[src/rtl/melody_sequencer.sv]
// melody_sequencer: plays a table of (note, duration) entries with a silent gap after each one.
// Outputs are registered copies of the next-state logic, so no input reaches an output combinationally.
module melody_sequencer #(
  parameter int CLK_HZ = 100000000,
  parameter int TICK_HZ = 1000,
  parameter int DEPTH = 16,
  parameter int GAP_TICKS = 20,
  localparam int AW = DEPTH > 1 ? $clog2(DEPTH) : 1
) (
  input  logic          clk,
  input  logic          rst,
  input  logic          start,
  input  logic          stop,
  input  logic          loop_en,
  input  logic          wr_en,
  input  logic [AW-1:0] wr_addr,
  input  logic [3:0]    wr_note,
  input  logic [11:0]   wr_dur,
  output logic [3:0]    note_state,
  output logic          note_on,
  output logic          busy,
  output logic          done,
  output logic [AW-1:0] cur_idx
);
  localparam int DIV = CLK_HZ / TICK_HZ;
  localparam int PW = DIV > 1 ? $clog2(DIV) : 1;
  typedef enum logic [2:0] {IDLE, LOAD, PLAY, GAP, FIN} state_t;
  state_t state, state_n;
  logic [15:0] mem [DEPTH];
  logic [15:0] rd;
  logic [PW-1:0] pre, pre_n;
  logic [11:0] cnt, cnt_n;
  logic [AW-1:0] idx_n;
  logic [3:0] note_n;
  logic on_n, tick, eom, adv, end_loop;
  assign tick = pre == PW'(DIV - 1);
  assign end_loop = loop_en && cur_idx != '0;
  // The read address is the next index, so the entry is already in rd during LOAD.
  always_ff @(posedge clk) begin
    if (wr_en && !busy) mem[wr_addr] <= {wr_note, wr_dur};
    rd <= mem[idx_n];
  end
  always_comb begin
    state_n = state;
    idx_n = cur_idx;
    pre_n = (tick || (state != PLAY && state != GAP)) ? '0 : pre + PW'(1);
    cnt_n = cnt;
    note_n = note_state;
    on_n = 1'b0;
    eom = 1'b0;
    adv = 1'b0;
    case (state)
      IDLE: if (start) begin
        state_n = LOAD;
        idx_n = '0;
      end
      LOAD: if (rd[11:0] == '0) eom = 1'b1;
      else begin
        state_n = PLAY;
        cnt_n = rd[11:0];
        note_n = rd[15:12];
        on_n = rd[15:12] != '0;
      end
      PLAY: begin
        on_n = note_state != '0;
        if (tick) begin
          cnt_n = cnt - 12'd1;
          if (cnt == 12'd1) begin
            on_n = 1'b0;
            state_n = GAP;
            cnt_n = 12'(GAP_TICKS);
            adv = GAP_TICKS == 0;
          end
        end
      end
      GAP: if (tick) begin
        cnt_n = cnt - 12'd1;
        adv = cnt == 12'd1;
      end
      FIN: state_n = IDLE;
      default: state_n = IDLE;
    endcase
    // Stepping past the last entry is an end of melody, never a silent wrap.
    if (eom || (adv && cur_idx == AW'(DEPTH - 1))) begin
      state_n = end_loop ? LOAD : FIN;
      idx_n = end_loop ? '0 : cur_idx;
    end else if (adv) begin
      state_n = LOAD;
      idx_n = cur_idx + AW'(1);
    end
    if (stop) state_n = IDLE;
    if (state_n == IDLE || state_n == FIN) begin
      note_n = '0;
      on_n = 1'b0;
    end
  end
  always_ff @(posedge clk or posedge rst) begin
    if (rst) begin
      state <= IDLE;
      pre <= '0;
      cnt <= '0;
      cur_idx <= '0;
      note_state <= '0;
      note_on <= 1'b0;
      busy <= 1'b0;
      done <= 1'b0;
    end else begin
      state <= state_n;
      pre <= pre_n;
      cnt <= cnt_n;
      cur_idx <= idx_n;
      note_state <= note_n;
      note_on <= on_n;
      busy <= state_n != IDLE;
      done <= state_n == FIN;
    end
  end
endmodule

[config.mk]
export PLATFORM = sky130hd
export DESIGN_NAME = melody_sequencer
export DESIGN_NICKNAME = d
export VERILOG_FILES = /design/src/rtl/melody_sequencer.sv
export SDC_FILE = /design/constraint.sdc
export NUM_CORES = 1
export LEC_CHECK = 0
export ABC_AREA = 1
export BUFFER_PORTS_ARGS = -buffer_cell sky130_fd_sc_hd__buf_2
export CAP_MARGIN = 0
export CORE_ASPECT_RATIO = 1.5
export CORE_MARGIN = 3
export CORE_UTILIZATION = 46
export CTS_CLUSTER_DIAMETER = 120
export DETAILED_ROUTE_END_ITERATION = 10
export MAX_ROUTING_LAYER = met4
export SYNTH_ARGS = -nofsm -noshare
export SYNTH_HDL_FRONTEND = slang
export SYNTH_SLANG_ARGS = --single-unit
[constraint.sdc]
create_clock -name clk -period 5.75 [get_ports clk]
set_clock_uncertainty 0.2 [all_clocks]
set_input_delay 1.4375 -clock clk [delete_from_list [all_inputs] [get_ports clk]]
set_output_delay 1.4375 -clock clk [all_outputs]
set_load 0.05 [all_outputs]
---- After elaboration in Yosys (flattened, before gate mapping) ----
Memories as Yosys holds them, arrays and structs flattened. A register that Yosys moved wholly into a read port is not among the register bits.
Index checks and enable logic that the tools add are counted.
word-level totals
  bits of input ports ..................... 26
  register bits after elaboration ......... 43
  logic and storage cells ................. 78
  memories kept ........................... 1
  output and inout bits ................... 11
  RAM bits ................................ 256
memories
  name  words  bits a word  read ports  clocked after memory_dff  wr ports  line  source
  mem   16     16           1           1                         1         29    logic [15:0] mem [DEPTH];
cells by class
  reduce and logical (&&, ||, !) cells .... 19
  $add $sub $neg .......................... 3
  eq/ne operators ......................... 13
  multiplexer cells ....................... 34
operators with widths
  operator                                                count
  two-way mux 12 bit                                      4
  case mux 12 bit (3 select lines)                        1
  two-way mux 4 bit                                       8
  two-way mux 3 bit                                       8
  adder 17 x 1 -> 17 bit (second input constant)          1
  == test 17 bit (second input constant)                  1
  two-way mux 17 bit                                      1
  == test 12 x 1 -> 1 bit (second input constant)         1
  zero test 12 bit                                        1
  case mux 3 bit (4 select lines)                         1
  nonzero test 4 bit                                      3
  subtractor 12 x 1 -> 12 bit (second input constant)     1
  two-way mux 1 bit                                       10
  == test 3 x 2 -> 1 bit (second input constant)          2
  zero test 3 bit                                         2
  inequality test 2 bit (second input constant)           3
  inequality test 3 x 2 -> 1 bit (second input constant)  2
  nonzero test 3 bit                                      2
  adder 4 x 1 -> 4 bit (second input constant)            1
  == test 4 bit (second input constant)                   1
  logical AND 1 bit                                       4
  AND reduction 4 bit                                     1
  == test 3 x 1 -> 1 bit (second input constant)          1
  == test 3 bit (second input constant)                   1
  6 further kinds                                         8

---- Longest topological paths before layout ----
Gate-level depths: netlist of the first run.
  word-level depth ........................ 11
  mapped depth ............................ 18

---- Worst setup path before layout of the first run ----
Ideal clock, no wire load.
  kind .................................... input to register
  start point ............................. input port wr_en
  end point ............................... memory mem[10][0], enable pin
  buffers on the path ..................... 0
  data arrival time ....................... 2.500 ns
  slack ................................... 2.662 ns
  stages on the path ...................... 4
  path through ............................ inv_1 > nor2_1 > nand3b_1 > nor2_1
between the ends
  cells in the longest elaborated chain, start to end .. 3
ends and longest elaborated chain
  item                                     line  source
  start, declared                          15    input logic wr_en,
  logical AND 1 bit                        40    if (wr_en && !busy) mem[wr_addr] <= {wr_note, wr_dur};
  two-way mux 1 bit                        40
  two-way mux 1 bit (not written as such)  40
  end, declared                            29
No other way between the ends.

---- Final worst setup path of the first run ----
  start point ............................. register cnt[1]
  end point ............................... register rd[12], read port of mem
between the ends
  cells in the longest elaborated chain, start to end .. 6
  elaborated cells between the ends (all ways) .. 7
  those cells by class .................... eq/ne: 1; mux: 4; reduce/logical: 2
ends and longest elaborated chain
  item                         line  source
  start, declared              32    logic [11:0] cnt, cnt_n;
  start signal, assigned       110   cnt <= cnt_n;
  == test 12 x 1 -> 1 bit (*)  78    adv = cnt == 12'd1;
  two-way mux 1 bit (*)        76    GAP: if (tick) begin
  two-way mux 1 bit (*)        -
  logical AND 1 bit            84    if (eom || (adv && cur_idx == AW'(DEPTH - 1))) begin
  logical OR 1 bit             84
  two-way mux 4 bit (*)        84
  end, declared                30    logic [15:0] rd;
Every way passes the cells marked *; elsewhere a longest branch is shown, timed or not.
A chain may end at the register's enable or synchronous reset.

==> results of run 1 <==
cells by family after synthesis:
| group | count (synthesis) | synth area share, % |
|---|---|---|
| XOR/XNOR | 8 | 0.4876 |
| buffers and inverters | 338 | 9.855 |
| flip-flops | 315 | 63.21 |
| multiplexers | 1 | 0.07835 |
| AO/OA/AOI/OAI | 55 | 2.272 |
| adder cells (fa/ha/maj) | 5 | 0.4353 |
| AND/OR/NAND/NOR | 710 | 23.66 |
layout make-up:
type	count	share of cell area (%)
inverters	275	6.442
flip-flops and latches	315	56.69
well taps	400	3.123
multi-input cells	779	24.68
diodes	2	0.03123
clock inverters	20	1.772
repair buffers	58	2.155
clock buffers	37	5.107
worst min-delay path by stage:
stage	from	endpoint	slack, ns	cells after the start
final	rd[14]	note_state[2]	0.29	2
after global routing	rd[14]	note_state[2]	0.31	2
after CTS	rd[14]	note_state[2]	0.29	2
after detailed placement	rd[14]	note_state[2]	0.29	2
after global placement	rd[13]	note_state[1]	0.27	2
after floorplan	rd[15]	note_state[3]	0.24	2
Yosys cell counts (all sizes together):
cell type / instances / share of area [%]
nand3: 327 / 11
inv: 273 / 7.1
edfxtp: 256 / 53
nand2: 229 / 6.2
nor2: 74 / 2.1
nand3b: 50 / 2.6
buf: 49 / 2.3
dfrtp: 43 / 7.5
o21ai: 19 / 0.69
a21oi: 18 / 0.65
dfxtp: 16 / 2.2
clkbuf: 14 / 0.37
nand4: 14 / 0.70
nor3: 9 / 0.35
xor2: 8 / 0.49
o22ai: 6 / 0.26
ha: 5 / 0.44
nor4: 4 / 0.17
a211oi: 3 / 0.16
a31oi: 2 / 0.087
clkinv: 2 / 0.052
o32ai: 2 / 0.12
or2: 2 / 0.087
a22oi: 1 / 0.052
a2bb2oi: 1 / 0.061
and3: 1 / 0.044
mux2: 1 / 0.078
o2111ai: 1 / 0.061
o21ba: 1 / 0.070
o221ai: 1 / 0.061
worst max-delay path, delay by kind of cell (launching register included):
| family | cells | cell delay, ns |
|---|---|---|
| buf+inv | 3 | 0.93 |
| flops | 1 | 0.38 |
| fa+ha+maj | 1 | 0.17 |
| simple gates | 12 | 1.81 |
registers in the layout, indices dropped and copies added, names as in the netlist:
signal,cells
rd,16
note_on,1
cnt,12
cur_idx,4
note_state,4
busy,1
state,3
mem,256
done,1
pre,17
routing by layer:
layer,routed length (µm),vias to the layer above
li1,-,4823
met1,14850,4871
met2,18200,330
met3,2250,76
met4,1197,0
met5,0,-
power groups by stage:
stage / combinational [W] / clock [W] / sequential (W)
2_1_floorplan: 0.000145 / 0 / 0.00261
3_3_place_gp: 0.000239 / 0 / 0.00261
3_5_place_dp: 0.000243 / 0 / 0.00261
4_1_cts: 0.000244 / 0.00223 / 0.00256
5_1_grt: 0.000275 / 0.00232 / 0.00257
6_report: 0.000244 / 0.00219 / 0.00257
stage by stage:
stage          total power, W  area [µm²]  hold slack [ns]
4_1_cts              0.005035       16020           0.2950
3_3_place_gp         0.002850       14920           0.2727
5_1_grt              0.005164       16020           0.3113
6_report             0.005000       16020           0.2853
2_1_floorplan        0.002755       14370           0.2385
3_5_place_dp         0.002855       14920           0.2854
==> impl_metrics.csv, run 1 <==
group,metric,value,unit
timing,finalHoldViolCount,0,
detailed_routing,drtPass1Iterations,5,
power,p_sw,0.001080,W
global_routing,grt_pass1_vias,10070,
cts,cts.sinks,315,
critical_path,path_cells,"inv_1 -> ha_1 -> inv_1 -> nor2_1 -> nand3_1 -> nor2_1 -> nand4_1 -> nand2_1 -> nand2_1 -> nand2_4 -> buf_4 -> nand3_1 -> nand3_1 -> nand3_1 -> nand3_1 -> nand2_1",
finish,num-fill-cells,2686,
cts,cts_buffer_depth,3,
power,pwr-share-seq,51.3,%
finish,regArea,0.009084,mm²
critical_path,critPathRequiredTime,6.01,ns
status,outcome,"complete, no violations",
die,row_count,78,
die,die_area,0.03344,mm²
timing,tightest_slew,1.216,ns
cts,numCtsBuffers,31,
critical_path,cp-end-kind,"register",
yosys,syn_area,0.01437,mm²
timing,setup_viol,0,
die,fp.dieH,222.5,µm
cts,cts_resized,0,
power,p_int,0.003920,W
placement,dp_hpwl,21760,µm
global_routing,busiest_layer,"met2",
finish,multi_input_area,0.003955,mm²
run,maxCapViolations,0,
finish,layout.nets,1491,
cts,cts-root-buf,"clkbuf_16",
critical_path,critPathMaxStageDelay,0.78,ns
detailed_routing,wl,36500,µm
global_routing,grt_util_met1,28.72,%
detailed_routing,drtIter0Drc,733,
critical_path,crit_fanout,83,
finish,syn2layout_area_growth,11.50,%
detailed_routing,route.vias.total,10100,
yosys,yosys_register_bits,315,
die,die_w,150.3,µm
critical_path,timing.rr.start,"cnt[1]",
timing,layout_setup_ws,2.040,ns
detailed_routing,wire_per_inst,19.35,µm
cts,cts_tree,"built",
cts,holdBufCountCts,0,
detailed_routing,drc,0,
global_routing,antenna_found_initial,2,
global_routing,grt-ovfl-total,0,
timing,fmaxAchievable,269.5,MHz
finish,final_cell_mix,"326 x nand3_1, 263 x inv_1, 256 x edfxtp_1, 219 x nand2_1, 53 x nor2_1",
global_routing,grt_use_met2,37.78,%
yosys,ys_seq_area_share,63.21,%
critical_path,rrSetupSlack,2.04,ns
detailed_routing,vias_per_cell,5.355,
global_routing,use_met3,2.999,%
critical_path,r2r_end,"rd[12]",
power,peakVddDrop,0.2734,mV
power,leakage,6.713,nW
finish,final_common_cell,"nand3_1",
cts,cts_setup_buffers,0,
timing,slew_violations,0,
power,power_frac_comb,4.9,%
timing,period_minus_slack,3.710,ns
worst_hold_path,holdCritPathClass,"reg2reg",
timing,setup_tns,0,ns
finish,utilization,52.46,%
global_routing,grt_use_total,22.74,%
power,clockPowerShare,43.8,%
detailed_routing,drtAntennaViolNets,0,
die,initial_core_util,47.05,%
cts,htree_num_levels,1,
yosys,syn-num-nets,1463,
critical_path,crit_path_start_kind,"register",
finish,final_cells,1886,
yosys,ys.warnings.count,0,
timing,rsz0062_at_grt,"no",
power,swShare,21.60,%
placement,place_inst,1827,
die,core_area,0.03055,mm²
placement,gp_congestion,0.8205,
critical_path,crit_start,"cnt[1]",
yosys,syn_inst,1432,
die,ios,37,
yosys,avgSynthCellArea,10.04,µm²
timing,max-slew-margin-rel,18.86,%
cts,worstSkewPairLatency,0.58,ns
yosys,yosysUniqueCellTypes,44,
critical_path,crit_path_end,"rd[12]",
finish,drive_gt1_share,10.71,%
critical_path,critical_path_class,"reg2reg",
global_routing,grt_max_degree,84,
global_routing,grt_first_pass_wirelength,56800,µm
cts,clk_pin_slew_worst_paths,0.07,ns
power,p_per_area,312.0,mW/mm²
timing,period_share,64.53,%
placement,numPortBuffers,36,
placement,dp_slack,1.550,ns
critical_path,crit_top_cell,"nand3_1",
critical_path,ff2ff_path_depth,16,
critical_path,crit_slowest_cell,"buf_4",
critical_path,crit_arrival,3.97,ns
(Power assumes the default switching activity.)
==> run 2: changes to the inputs <==
==> constraint.sdc (replaced) <==
create_clock -name clk -period 3.1 [get_ports clk]
set_clock_uncertainty 0.2 [all_clocks]
set_input_delay 0.775 -clock clk [delete_from_list [all_inputs] [get_ports clk]]
set_output_delay 0.775 -clock clk [all_outputs]
set_load 0.05 [all_outputs]
==> impl_metrics.csv, run 2 (synthesized netlist as in run 1, its figures left out) <==
group,metric,value,unit
status,outcome,"complete, no violations",
cts,cts_tree,"built",
global_routing,grt_max_degree,90,
power,peakVddDrop,0.4514,mV
finish,layout.nets,1518,
timing,fmaxAchievable,351.7,MHz
timing,tightest_slew,0.5838,ns
run,maxCapViolations,0,
timing,max-slew-margin-rel,60.94,%
power,power,0.009009,W
cts,cts.sinks,315,
placement,numPortBuffers,36,
finish,largest_reg_flops,256,
finish,final_cells,1914,
timing,rsz0062_at_grt,"no",
global_routing,grt_use_met2,35.53,%
global_routing,use_met3,3.550,%
detailed_routing,wl,36490,µm
global_routing,grt_first_pass_wirelength,55790,µm
detailed_routing,drtIter0Drc,825,
timing,finalHoldViolCount,0,
timing,slew_violations,0,
timing,period_minus_slack,2.844,ns
critical_path,crit_arrival,3.09,ns
cts,cts_setup_buffers,0,
die,initial_core_util,47.05,%
placement,gp_congestion,0.9058,
die,die_w,150.3,µm
timing,fin_hold_ws,0.1379,ns
placement,dp_hpwl,22560,µm
global_routing,grt_pass1_vias,9761,
die,fp.dieH,222.5,µm
die,die_area,0.03344,mm²
cts,clk_pin_slew_worst_paths,0.07,ns
critical_path,crit_fanout,20,
cts,numCtsBuffers,31,
global_routing,antenna_found_initial,2,
cts,cts_buffer_depth,3,
power,leakage,6.849,nW
cts,htree_num_levels,1,
detailed_routing,drtPass1Iterations,5,
finish,drive_gt1_share,12.04,%
finish,reg_top3,"mem: 256 flops, pre: 17 flops, rd: 16 flops",
timing,period_share,91.73,%
placement,place_area,0.01527,mm²
finish,syn2layout_area_growth,13.37,%
cts,cts-root-buf,"clkbuf_16",
critical_path,critical_path_class,"reg2reg",
global_routing,busiest_layer,"met2",
placement,place_inst,1854,
finish,fin_area,0.01629,mm²
finish,final_cell_mix,"326 x nand3_1, 263 x inv_1, 256 x edfxtp_1, 219 x nand2_1, 53 x nor2_1",
finish,final_common_cell,"nand3_1",
detailed_routing,wire_per_inst,19.07,µm
critical_path,cp-end-kind,"register",
finish,regMostFlops,"mem",
cts,holdBufCountCts,0,
finish,num-fill-cells,2711,
detailed_routing,route.vias.total,10090,
critical_path,crit_path_start_kind,"register",
detailed_routing,vias_per_cell,5.271,
die,core_area,0.03055,mm²
global_routing,grt_util_met1,28.58,%
die,row_count,78,
power,p_per_area,553.0,mW/mm²
critical_path,critPathRequiredTime,3.35,ns
cts,cts_resized,0,
timing,setup_viol,0,
detailed_routing,drtAntennaViolNets,0,
global_routing,grt-ovfl-total,0,
global_routing,grt_use_total,22.41,%
timing,setup_tns,0,ns
worst_hold_path,holdCritPathClass,"in2async",
die,ios,37,
detailed_routing,drc,0,
cts,worstSkewPairLatency,0.58,ns
## run 2: changes by cell type in the layout (fill, tap and decap cells not counted), moves of 3 or more
cell        previous run  this run
bufinv_16              7         4
buf_12                 0        13
buf_4                 22        36
clkinvlp_4             1         4
clkbuf_1               4         8
## run 2: worst paths after layout
path | slack (ns) | depth (start not counted) | endpoint | from
setup / recovery | 0.26 | 13 | rd[7] | pre[0]
hold / removal | 0.14 | 3 | cnt[11] | rst
setup reg to reg | 0.26 | 13 | rd[7] | pre[0]
hold reg to reg | 0.31 | 1 | pre[0] | pre[0]
max in group asynchronous | 2.17 | 3 | pre[12] | rst
min in group clk | 0.20 | 2 | done | stop
## run 2: per-layer routing
metal / vias to the layer above / part of all wire, % / routed length [µm]
met5: - / 0 / 0
met4: 0 / 4.4 / 1598
met3: 102 / 6.5 / 2365
met2: 303 / 48 / 17680
met1: 4803 / 41 / 14850
li1: 4880 / - / -
## run 2: final cells by class
cell class / count / area, µm² / area share [%]
Clock buffer: 39 / 805.8 / 4.945
Inverter: 275 / 1032 / 6.335
Clock inverter: 19 / 210.2 / 1.290
Antenna cell: 2 / 5.005 / 0.03072
Tap cell: 400 / 500.5 / 3.072
Sequential cell: 315 / 9084 / 55.75
Timing Repair Buffer: 85 / 710.7 / 4.362
Multi-Input combinational cell: 779 / 3945 / 24.21
## run 2: report_power, final
group	internal, W	total [W]	switching (W)
combinational	0.000140	0.000466	0.000326
clock	0.00218	0.00379	0.00161
sequential	0.00468	0.00476	0.0000750
## run 2: metrics by stage
| stage | utilization [%] | setup slack (ns) |
|---|---|---|
| after CTS | 53.32 | 0.2550 |
| final | 53.34 | 0.2563 |
| after detailed placement | 50.00 | 0.2739 |
| after global routing | 53.34 | 0.09892 |
| after floorplan | - | 0.5606 |
| after global placement | 50.00 | 0.3091 |
## run 2: critical path, stage by stage, from the launching register on
cell and delay [ns]:
dfrtp_1 0.41, ha_1 0.24, nand2_2 0.10, nor2_4 0.12
nand3_1 0.12, nor3_1 0.22, nand4_1 0.11, nand2_1 0.21
nand3_1 0.16, o21ai_4 0.11, buf_4 0.33, nand3_1 0.14
nand3_1 0.13, nand2_1 0.11
